<file path="config.mk">
export PLATFORM = sky130hd
export DESIGN_NAME = mul4_seq_ctrl_flat
export DESIGN_NICKNAME = d
export VERILOG_FILES = /design/src/rtl/mul4_if.sv /design/src/rtl/mul4_seq_ctrl.sv /design/src/flat_wrapper.sv
export SDC_FILE = /design/constraint.sdc
export NUM_CORES = 1
export LEC_CHECK = 0
export ABC_CLOCK_PERIOD_IN_PS = 15500
export CORE_AREA = 2 2 199 201
export DETAILED_ROUTE_END_ITERATION = 8
export DIE_AREA = 0 0 201 203
export PLACE_DENSITY = 0.76
export SYNTH_ARGS = -nofsm -noshare
export SYNTH_HDL_FRONTEND = slang
export SYNTH_SLANG_ARGS = --single-unit
export TNS_END_PERCENT = 20
</file>
<file path="constraint.sdc">
create_clock -name clk -period 15.5 [get_ports clk]
set_clock_uncertainty 0.05 [all_clocks]
set_input_delay 1.55 -clock clk [delete_from_list [all_inputs] [get_ports clk]]
set_output_delay 1.55 -clock clk [all_outputs]
set_load 0.005 [all_outputs]
</file>
<file path="src/rtl/mul4_if.sv">
// mul4_if: operand/result handshake bundle for the mul4 sequencing controller
//   in_valid/in_ready + a1,a0,b1,b0 : operand channel (source -> controller)
//   flush                          : synchronous abort from the source side
//   out_valid/out_ready + y3..y0   : product channel (controller -> consumer)
//   busy, op_count                 : status (controller -> observers)
//   modport master : source/consumer side; modport slave : controller side
interface mul4_if #(parameter int W = 16, parameter int CNT_W = 16);
  logic             in_valid;
  logic             in_ready;
  logic [W-1:0]     a1, a0, b1, b0;
  logic             flush;
  logic             out_valid;
  logic             out_ready;
  logic [W-1:0]     y3, y2, y1, y0;
  logic             busy;
  logic [CNT_W-1:0] op_count;
  modport master (output in_valid, a1, a0, b1, b0, flush, out_ready,
                  input  in_ready, out_valid, y3, y2, y1, y0, busy, op_count);
  modport slave  (input  in_valid, a1, a0, b1, b0, flush, out_ready,
                  output in_ready, out_valid, y3, y2, y1, y0, busy, op_count);
endinterface

</file>
<file path="src/rtl/mul4_seq_ctrl.sv">
// mul4_seq_ctrl: 4W-bit product of {a1,a0}*{b1,b0} using one WxW multiplier over four steps
//   clk, rst_n : clock and asynchronous active-low reset
//   bus        : mul4_if.slave -- operand handshake, flush, product handshake, busy, op_count
module mul4_seq_ctrl #(
  parameter int W     = 16,
  parameter int CNT_W = 16
) (
  input  logic   clk,
  input  logic   rst_n,
  mul4_if.slave  bus
);
  localparam logic [1:0] IDLE = 2'd0;
  localparam logic [1:0] MUL  = 2'd1;
  localparam logic [1:0] DONE = 2'd2;
  logic [1:0]       state;
  logic [1:0]       step;
  logic [4*W-1:0]   acc, y, term, sum;
  logic [W-1:0]     la1, la0, lb1, lb0, xa, xb;
  logic [2*W-1:0]   pp;
  logic             out_valid;
  logic [CNT_W-1:0] op_count;
  // step 0: a0*b0, 1: a0*b1, 2: a1*b0, 3: a1*b1
  always_comb begin
    xa   = step[1] ? la1 : la0;
    xb   = step[0] ? lb1 : lb0;
    pp   = {{W{1'b0}}, xa} * {{W{1'b0}}, xb};
    term = step == 2'd0 ? {{2*W{1'b0}}, pp}
         : step == 2'd3 ? {pp, {2*W{1'b0}}}
         :                {{W{1'b0}}, pp, {W{1'b0}}};
    sum  = acc + term;
  end
  always_ff @(posedge clk or negedge rst_n) begin
    if (!rst_n) begin
      state     <= IDLE;
      step      <= 2'd0;
      acc       <= '0;
      y         <= '0;
      out_valid <= 1'b0;
      op_count  <= '0;
      la1       <= '0;
      la0       <= '0;
      lb1       <= '0;
      lb0       <= '0;
    end else if (bus.flush) begin
      state     <= IDLE;
      step      <= 2'd0;
      out_valid <= 1'b0;
    end else if (state == IDLE) begin
      if (bus.in_valid) begin
        la1   <= bus.a1;
        la0   <= bus.a0;
        lb1   <= bus.b1;
        lb0   <= bus.b0;
        acc   <= '0;
        step  <= 2'd0;
        state <= MUL;
      end
    end else if (state == MUL) begin
      acc  <= sum;
      step <= step + 2'd1;
      if (step == 2'd3) begin
        y         <= sum;
        out_valid <= 1'b1;
        state     <= DONE;
      end
    end else if (bus.out_ready) begin
      out_valid <= 1'b0;
      op_count  <= op_count + CNT_W'(1);
      state     <= IDLE;
    end
  end
  assign bus.in_ready  = state == IDLE;
  assign bus.busy      = state != IDLE;
  assign bus.out_valid = out_valid;
  assign bus.op_count  = op_count;
  assign {bus.y3, bus.y2, bus.y1, bus.y0} = y;
endmodule
</file>
<file path="src/flat_wrapper.sv">
// flat-port wrapper written by rule: the top's interface ports become plain ports
module mul4_seq_ctrl_flat 
#(
  parameter int W     = 16,
  parameter int CNT_W = 16
)
  (clk, rst_n, bus_in_valid, bus_a1, bus_a0, bus_b1, bus_b0, bus_flush, bus_out_ready, bus_in_ready, bus_out_valid, bus_y3, bus_y2, bus_y1, bus_y0, bus_busy, bus_op_count);
  mul4_if #(.W(W), .CNT_W(CNT_W)) bus_i ();
  input  logic clk;
  input  logic rst_n;
  input wire logic [$bits(bus_i.in_valid)-1:0] bus_in_valid;
  input wire logic [$bits(bus_i.a1)-1:0] bus_a1;
  input wire logic [$bits(bus_i.a0)-1:0] bus_a0;
  input wire logic [$bits(bus_i.b1)-1:0] bus_b1;
  input wire logic [$bits(bus_i.b0)-1:0] bus_b0;
  input wire logic [$bits(bus_i.flush)-1:0] bus_flush;
  input wire logic [$bits(bus_i.out_ready)-1:0] bus_out_ready;
  output wire logic [$bits(bus_i.in_ready)-1:0] bus_in_ready;
  output wire logic [$bits(bus_i.out_valid)-1:0] bus_out_valid;
  output wire logic [$bits(bus_i.y3)-1:0] bus_y3;
  output wire logic [$bits(bus_i.y2)-1:0] bus_y2;
  output wire logic [$bits(bus_i.y1)-1:0] bus_y1;
  output wire logic [$bits(bus_i.y0)-1:0] bus_y0;
  output wire logic [$bits(bus_i.busy)-1:0] bus_busy;
  output wire logic [$bits(bus_i.op_count)-1:0] bus_op_count;
  assign bus_i.in_valid = bus_in_valid;
  assign bus_i.a1 = bus_a1;
  assign bus_i.a0 = bus_a0;
  assign bus_i.b1 = bus_b1;
  assign bus_i.b0 = bus_b0;
  assign bus_i.flush = bus_flush;
  assign bus_i.out_ready = bus_out_ready;
  assign bus_in_ready = bus_i.in_ready;
  assign bus_out_valid = bus_i.out_valid;
  assign bus_y3 = bus_i.y3;
  assign bus_y2 = bus_i.y2;
  assign bus_y1 = bus_i.y1;
  assign bus_y0 = bus_i.y0;
  assign bus_busy = bus_i.busy;
  assign bus_op_count = bus_i.op_count;
  mul4_seq_ctrl #(.W(W), .CNT_W(CNT_W)) u_core (.clk(clk), .rst_n(rst_n), .bus(bus_i));
endmodule
</file>
After elaboration in Yosys (flattened, before gate mapping)

Index checks and enable logic that the tools add are counted.
W data, S select, Z words.

Register bits: 213
Word-level logic and storage cells: 60
Bits of input ports: 69
Output and inout bits: 83

Equality and inequality tests: 7
Add/sub/neg operators: 3
Bitwise operators: 3
Multipliers: 1
Multiplexer cells: 22
Reduce and logical (&&, ||, !) cells: 14

Operators by type and width:

| kind                    | number |
|---|---|
| $mux W64                | 5 |
| $add A64 B64 Y64        | 1 |
| $mul A16 B16 Y32        | 1 |
| $mux W16                | 2 |
| $mux W2                 | 10 |
| $add A16 B1 Y16 const B | 1 |
| $reduce_and A3 Y1       | 4 |
| $reduce_and A4 Y1       | 2 |
| $ne A3 B3 Y1 const B    | 2 |
| $reduce_bool A3 Y1      | 2 |
| $mux W1                 | 5 |
| $logic_not A2 Y1        | 2 |
| $ne A2 B2 Y1 const B    | 2 |
| $ne A4 B4 Y1 const B    | 1 |
| $reduce_bool A2 Y1      | 2 |
| $reduce_bool A4 Y1      | 1 |
| $not A1 Y1              | 3 |
| $add A2 B1 Y2 const B   | 1 |
| $eq A2 B1 Y1 const B    | 1 |
| $eq A2 B2 Y1 const B    | 1 |
| $reduce_and A2 Y1       | 1 |

Depth between registers and ports, before layout

Gate-level depths: netlist (run 1).

Depth in word-level cells: 7
Mapped depth: 40
Mapped depth without buffers: 36

Worst setup path after synthesis (run 1)

No wires, ideal clock.

Path kind: flip-flop to flip-flop
Start point: reg u_core.step[1]
End point: reg u_core.y[63]
Path buffers: 4
Path slack: 5.860 ns
Clock period less this slack: 9.640 ns
Data arrival time: 9.465 ns
Cell stages (with the launch flop): 38
Data required time: 15.325 ns
Cell sequence: dfrtp_1 > clkbuf_1 > buf_1 > buf_1 > mux2i_1 > nor2_1 > fa_1 > inv_1 > fa_1 > fa_1 > fa_1 > inv_1 > fa_1 > inv_1 > fa_1 > inv_1 > ha_1 > and4b_1 > (+2 left out) > o31ai_2 > a21oi_2 > a31oi_1 > xor2_1 > mux2_2 > nor2_1 > ha_1 > buf_2 > a21oi_1 > o21a_1 > o221ai_1 > a221o_1 > nor2_1 > o311a_1 > nor2_1 > a31oi_2 > xnor3_1 > mux2_2

Longest elaborated chain between the ends: 5
Elaborated cells between the ends (all ways): 8
Classes of those cells: add/sub (1); mul (1); eq/ne (1); mux (3); reduce/logical (2)

RTL lines:

| what                   | line                | text |
|---|---|---|
| start, declared        | mul4_seq_ctrl.sv:16 | `logic [1:0] step;` |
| start signal, assigned | mul4_seq_ctrl.sv:60 | `step <= step + 2'd1;` |
| $mux W16               | mul4_seq_ctrl.sv:24 | `xa = step[1] ? la1 : la0;` |
| $mul A16 B16 Y32       | mul4_seq_ctrl.sv:26 | `pp = {{W{1'b0}}, xa} * {{W{1'b0}}, xb};` |
| $mux W64               | mul4_seq_ctrl.sv:28 | `: step == 2'd3 ? {pp, {2*W{1'b0}}}` |
| $mux W64               | mul4_seq_ctrl.sv:27 | `term = step == 2'd0 ? {{2*W{1'b0}}, pp}` |
| $add A64 B64 Y64       | mul4_seq_ctrl.sv:30 | `sum = acc + term;` |
| end signal, assigned   | mul4_seq_ctrl.sv:62 | `y <= sum;` |
| end, declared          | mul4_seq_ctrl.sv:17 | `logic [4*W-1:0] acc, y, term, sum;` |

Parallel ways exist; a longest one is shown, timed or not.
A chain may end at the register's enable or synchronous reset.

Final worst setup path (run 1)

Start point: reg u_core.step[1]
End point: reg u_core.y[62]

Same word-level chain as after synthesis.

==> key figures, run 1 <==
Status
  – Status: finished clean

Job
  – Max-Cap Viols: 0

Clocking
  – Worst-Skew Late Latency: 0.58 ns
  – H-tree Lvls: 1
  – Sink Count: 213
  – Clock-pin slew on the worst setup and hold paths: 0.06 ns
  – Resized cells post-CTS: 0
  – Num CTS Buffers: 26
  – CTS Buffer Depth: 3
  – Cts hold-fix bufs: 0
  – Post-CTS Setup Bufs: 0
  – CTS Root Cell: clkbuf_16
  – CTS tree: built

Global routing
  – First-pass GRT wire length: 97.9 mm
  – Initial antenna violation count: 3
  – Grt ovf: 0
  – Largest net degree at the start of global routing: 96
  – GRT Resource Usage Total: 30.8%
  – Vias in the first global route: 17800

Hold path
  – Hold EP: u_core.y[5]
  – Hold Crit Depth: 2
  – Hold_sp: u_core.y[5]
  – Tightest Hold Check Type: register to register

Yosys
  – Yosys cell types: 77
  – Seq/Total Area, Yosys: 25.4%
  – Main synth FF type: dfrtp_1
  – Gate Count Post-Synth: 2257
  – Yosys top cell area share: 25.4%
  – Top-count cell post-synth: nand2_1
  – Number of enable-type register cells in the synthesized netlist: 0
  – Async S/R FF share, synth: 100%
  – Ranking of synthesized cells by area: dfrtp_1 25%, fa_1 19%, ha_1 10%, mux2_2 6.6%, nand2_1 4.9%
  – Mapped Avg Cell Area: 9.29 um^2
  – Synth Register Bits: 213
  – Syn. warnings: 0
  – Commonest cells post-synth: 276 x nand2_1, 260 x inv_1, 213 x dfrtp_1
  – Syn nets: 2691
  – Cell area after synthesis: 21000 um^2
  – Yosys top cell by area: dfrtp_1

Final layout
  – Layout area overhead: 13.8%
  – FILL cells: 3283
  – Nets: 2804
  – Finished Layout Cells: 2908
  – Final Instance Area: 23900 um^2
  – Share of layout cells above drive strength 1: 9.17%

STA
  – Fin crit share: 68.5%
  – Minimum clock period: 10.62 ns
  – Slew Limit Fails: 0
  – RSZ-0062 raised after global routing: no
  – Setup TNS Final: 0 ns
  – Worst Tran Pin Value: 1.12 ns
  – Hold WS: 0.425 ns
  – Final setup fails: 0
  – Max Clk Rate: 94.2 MHz
  – Slew headroom: 22.9%
  – Final Hold Viols: 0

Route
  – First-pass DRT Iterations: 8
  – Via-to-Cell Ratio: 5.92
  – Vias: 17200
  – DRC: 0
  – Initial DRC count: 1287
  – Routed Antenna Nets: 0
  – WL final: 62.2 mm
  – Post-DR wirelength/cell: 21.4 um

Worst setup path
  – Slowest stage delay, CP: 0.91 ns
  – Worst-path fanout max: 35
  – CP arrival: 11.03 ns
  – Critical path class: register to register
  – Cell mode on critical path: fa_1
  – Crit. End Element: register
  – CP Data Required Time: 15.91 ns
  – Depth of the most critical reg-to-reg path: 35
  – Reg-to-reg critical path endpoint: u_core.y[62]
  – CP max stage cell: mux2i_1
  – Worst reg2reg startpoint: u_core.step[1]
  – Worst setup SP type: register
  – R2R setup slack: 4.88 ns

Floorplan
  – # rows: 72
  – Ports: 152
  – Core area: 38500 um^2
  – Initial Utilization: 54.5%
  – Die X: 201 um
  – Die Y: 203 um
  – Die area: 40800 um^2

Placed design
  – # placed instances: 2860
  – DP HPWL: 49.6 mm
  – RD Place Congestion: 1.05
  – Port bufs: 151
  – Placed cell area: 23000 um^2
==> area by class of cell <==
cell class                      count  area (um^2)  share of cell area (%)
Inverter                          261          980                    4.10
Tap cell                          518          648                    2.72
Timing Repair Buffer              174         1690                    7.08
Clock buffer                       36          748                    3.13
Sequential cell                   213         5330                    22.3
Multi-Input combinational cell   1694        14300                    59.9
Clock inverter                     10          163                   0.681
Antenna cell                        2         5.00                  0.0210
==> kinds of logic after synthesis <==
kind of cell	count (synthesis)	synth area share, %
xor gates and xnor gates	99	4.20
AOI/OAI and AO/OA	421	13.2
and+or+nand+nor	646	13.4
muxes	163	8.56
adders and majority gates	365	28.8
DFF	213	25.4
buffers and inverters	350	6.42
==> per-layer routing <==
layer	track usage [%]	part of all wire, %
met5	0	0.043
met4	11.7	4.1
met3	7.16	7.9
met2	49.8	46
met1	40.4	42
==> worst max-delay path by stage <==
stage                         to      startpoint  slack, ns  cells past startpoint
floorplan           u_core.y[63]  u_core.step[1]       5.86                     37
global placement    u_core.y[63]  u_core.step[1]       5.20                     33
detailed placement  u_core.y[63]  u_core.step[1]       5.10                     33
CTS                 u_core.y[63]  u_core.step[1]       5.07                     33
global route        u_core.y[62]  u_core.step[1]       4.50                     35
finish              u_core.y[62]  u_core.step[1]       4.88                     35
==> cell usage in the layout (no fill, tap or decap), types with 40 or more instances in the layout <==
cell type / synthesis / routed
nand2_1: 276 / 275
inv_1: 260 / 260
dfrtp_1: 213 / 213
nor2_1: 202 / 202
fa_1: 195 / 195
ha_1: 170 / 170
clkdlybuf4s50_1: 0 / 150
mux2_2: 123 / 123
o21ai_0: 114 / 114
a21oi_1: 102 / 102
xnor2_1: 65 / 65
a21o_1: 42 / 42
a22o_1: 40 / 40
==> registers in the layout, indices dropped and copies added, names as in the netlist <==
| name | count |
|---|---|
| u_core.acc | 64 |
| u_core.bus.op_count | 16 |
| u_core.bus.out_valid | 1 |
| u_core.la0 | 16 |
| u_core.la1 | 16 |
| u_core.lb0 | 16 |
| u_core.lb1 | 16 |
| u_core.state | 2 |
| u_core.step | 2 |
| u_core.y | 64 |
==> per-stage QoR <==
stage                     worst slack [ns]  util [%]
after floorplan                       5.86         -
after detailed placement              5.10      59.7
final                                 4.88      62.0
after global routing                  4.50      62.0
after CTS                             5.07      62.0
after global placement                5.20      59.7
==> worst max-delay path, delay by kind of cell (launching register included) <==
kind                     cells  cell delay (ns)
adder cells (fa/ha/maj)      8             3.86
multiplexers                 2             1.19
AO/OA/AOI/OAI               11             2.54
buffers and inverters        5             0.65
AND/OR/NAND/NOR              7             1.40
XOR/XNOR                     2             0.42
flip-flops                   1             0.32
Power of run 1 is not shown: default switching activity piles up to over one toggle a cycle in this logic, so the estimate is an artifact.
==> run 2, diff against run 1 <==
--- a/config.mk
+++ b/config.mk
@@ -5,7 +5,7 @@
 export SDC_FILE = /design/constraint.sdc
 export NUM_CORES = 1
 export LEC_CHECK = 0
-export ABC_CLOCK_PERIOD_IN_PS = 15500
+export ABC_CLOCK_PERIOD_IN_PS = 11000
 export CORE_AREA = 2 2 199 201
 export DETAILED_ROUTE_END_ITERATION = 8
 export DIE_AREA = 0 0 201 203
==> constraint.sdc (replaced) <==
create_clock -name clk -period 11 [get_ports clk]
set_clock_uncertainty 0.05 [all_clocks]
set_input_delay 1.1 -clock clk [delete_from_list [all_inputs] [get_ports clk]]
set_output_delay 1.1 -clock clk [all_outputs]
set_load 0.005 [all_outputs]
==> key figures, run 2 (same netlist as run 1, synthesis figures left out) <==
Route
  – Vias: 17200 (-0.38%)
  – Initial DRC count: 1198 (-6.9%)
  – Routed Antenna Nets: 0 (unchanged)
  – First-pass DRT Iterations: 7 (-1)
  – WL final: 61.8 mm (-0.59%)
  – DRC: 0 (unchanged)
  – Via-to-Cell Ratio: 5.87 (-0.83%)
  – Post-DR wirelength/cell: 21.2 um (-1.0%)

STA
  – Final setup fails: 0 (unchanged)
  – Max Clk Rate: 94.4 MHz (+0.25%)
  – Slew headroom: 19.0% (-3.9 points)
  – Slew Limit Fails: 0 (unchanged)
  – RSZ-0062 raised after global routing: no
  – Worst Tran Pin Value: 1.18 ns (+0.0573 ns)
  – Minimum clock period: 10.59 ns (-0.0261 ns)
  – Setup TNS Final: 0 ns (unchanged)
  – Final Hold Viols: 0 (unchanged)
  – Fin crit share: 96.3% (+28 points)

Floorplan
  – Die area: 40800 um^2 (unchanged)
  – Die Y: 203 um (unchanged)
  – Die X: 201 um (unchanged)
  – Initial Utilization: 54.5% (unchanged)
  – Core area: 38500 um^2 (unchanged)
  – Ports: 152 (unchanged)
  – # rows: 72 (unchanged)

Worst setup path
  – Worst-path fanout max: 10 (-71%)
  – Top Family by Delay on Critical Path: adder cells
  – Cell mode on critical path: fa_1
  – Critical path buffers and inverters: 4 (-1)
  – CP arrival: 11.00 ns (-0.03 ns)
  – CP max stage cell: mux2i_1
  – Slowest stage delay, CP: 1.02 ns (+0.11 ns)
  – Crit. End Element: register
  – Worst setup SP type: register
  – Critical path class: register to register
  – CP Data Required Time: 11.41 ns (-4.50 ns)

Clocking
  – H-tree Lvls: 1 (unchanged)
  – Worst-Skew Late Latency: 0.58 ns (about the same)
  – Resized cells post-CTS: 0 (unchanged)
  – CTS tree: built
  – Cts hold-fix bufs: 0 (unchanged)
  – Sink Count: 213 (unchanged)
  – Clock-pin slew on the worst setup and hold paths: 0.07 ns (about the same)
  – CTS Buffer Depth: 3 (unchanged)
  – Num CTS Buffers: 25 (-3.8%)
  – CTS Root Cell: clkbuf_16
  – Post-CTS Setup Bufs: 0 (unchanged)

Placed design
  – RD Place Congestion: 1.00 (-4.3%)
  – Port bufs: 151 (unchanged)
  – # placed instances: 2875 (+0.52%)
  – DP HPWL: 49.8 mm (+0.51%)

Global routing
  – Initial antenna violation count: 1 (-2)
  – GRT Resource Usage Total: 30.5% (-0.23 points)
  – Largest net degree at the start of global routing: 96 (unchanged)
  – Vias in the first global route: 17500 (-2.1%)
  – Grt ovf: 0 (unchanged)
  – First-pass GRT wire length: 97.7 mm (-0.13%)

Final layout
  – FILL cells: 3322 (+1.2%)
  – Layout Utilization: 62.3% (+0.24 points)
  – Largest regs: u_core.acc: 64 flops, u_core.y: 64 flops
  – Share of layout cells above drive strength 1: 9.78% (+0.61 points)
  – Most frequent cells in the layout: 275 x nand2_1, 260 x inv_1, 213 x dfrtp_1, 202 x nor2_1, 195 x fa_1
  – Finished Layout Cells: 2921 (+0.45%)
  – Commonest non-fill, non-tap cell in the layout: nand2_1
  – Nets: 2818 (+0.50%)
  – Layout area overhead: 14.3%

Hold path
  – Tightest Hold Check Type: register to register

Status
  – Status: finished clean

Job
  – Max-Cap Viols: 0 (unchanged)
==> run 2: area by class of cell <==
type | instances | area [um^2] | area share [%]
antenna | 1 | 2.50 | 0.0104
inverter | 261 | 980 | 4.09
timing repair buffer | 189 | 1810 | 7.57
clock inverter | 16 | 219 | 0.914
multi-input combinational | 1694 | 14300 | 59.7
clock buffer | 29 | 661 | 2.76
tap | 518 | 648 | 2.71
sequential | 213 | 5330 | 22.2
==> run 2: final timing paths <==
kind	end	slack, ns	startpoint	cells after the start
max	u_core.y[63]	0.41	u_core.step[1]	31
min	u_core.y[5]	0.42	u_core.y[5]	2
max reg2reg	u_core.y[63]	0.41	u_core.step[1]	31
min reg2reg	u_core.y[5]	0.42	u_core.y[5]	2
max in group asynchronous	u_core.lb0[0]	9.02	rst_n	2
min in group asynchronous	u_core.y[37]	0.49	rst_n	1
==> run 2: metrics by stage <==
stage          worst slack (ns)  cell area, um^2  hold WS, ns
5_1_grt                  0.0431            24000        0.436
2_1_floorplan              1.36            21000        0.405
6_report                  0.409            24000        0.425
3_5_place_dp              0.800            23100        0.415
4_1_cts                   0.715            24000        0.424
3_3_place_gp              0.769            23100        0.412
==> run 2: worst register-to-register path: cells and delay by family, from the launching register on <==
family / cells / cell delay, ns
buf+inv: 4 / 0.19
fa+ha+maj: 8 / 3.78
xor+xnor: 2 / 0.66
flops: 1 / 0.63
mux: 2 / 1.29
simple gates: 7 / 1.71
compound gates: 8 / 2.17
==> run 2: metal layers <==
layer	up-vias	global-route usage (%)	routed length, um
met5	-	0	0
met2	641	49.0	28700
li1	7805	-	-
met1	8602	42.6	26600
met3	105	6.39	5080
met4	0	7.38	1490
Power of run 2 is left out for the same reason.
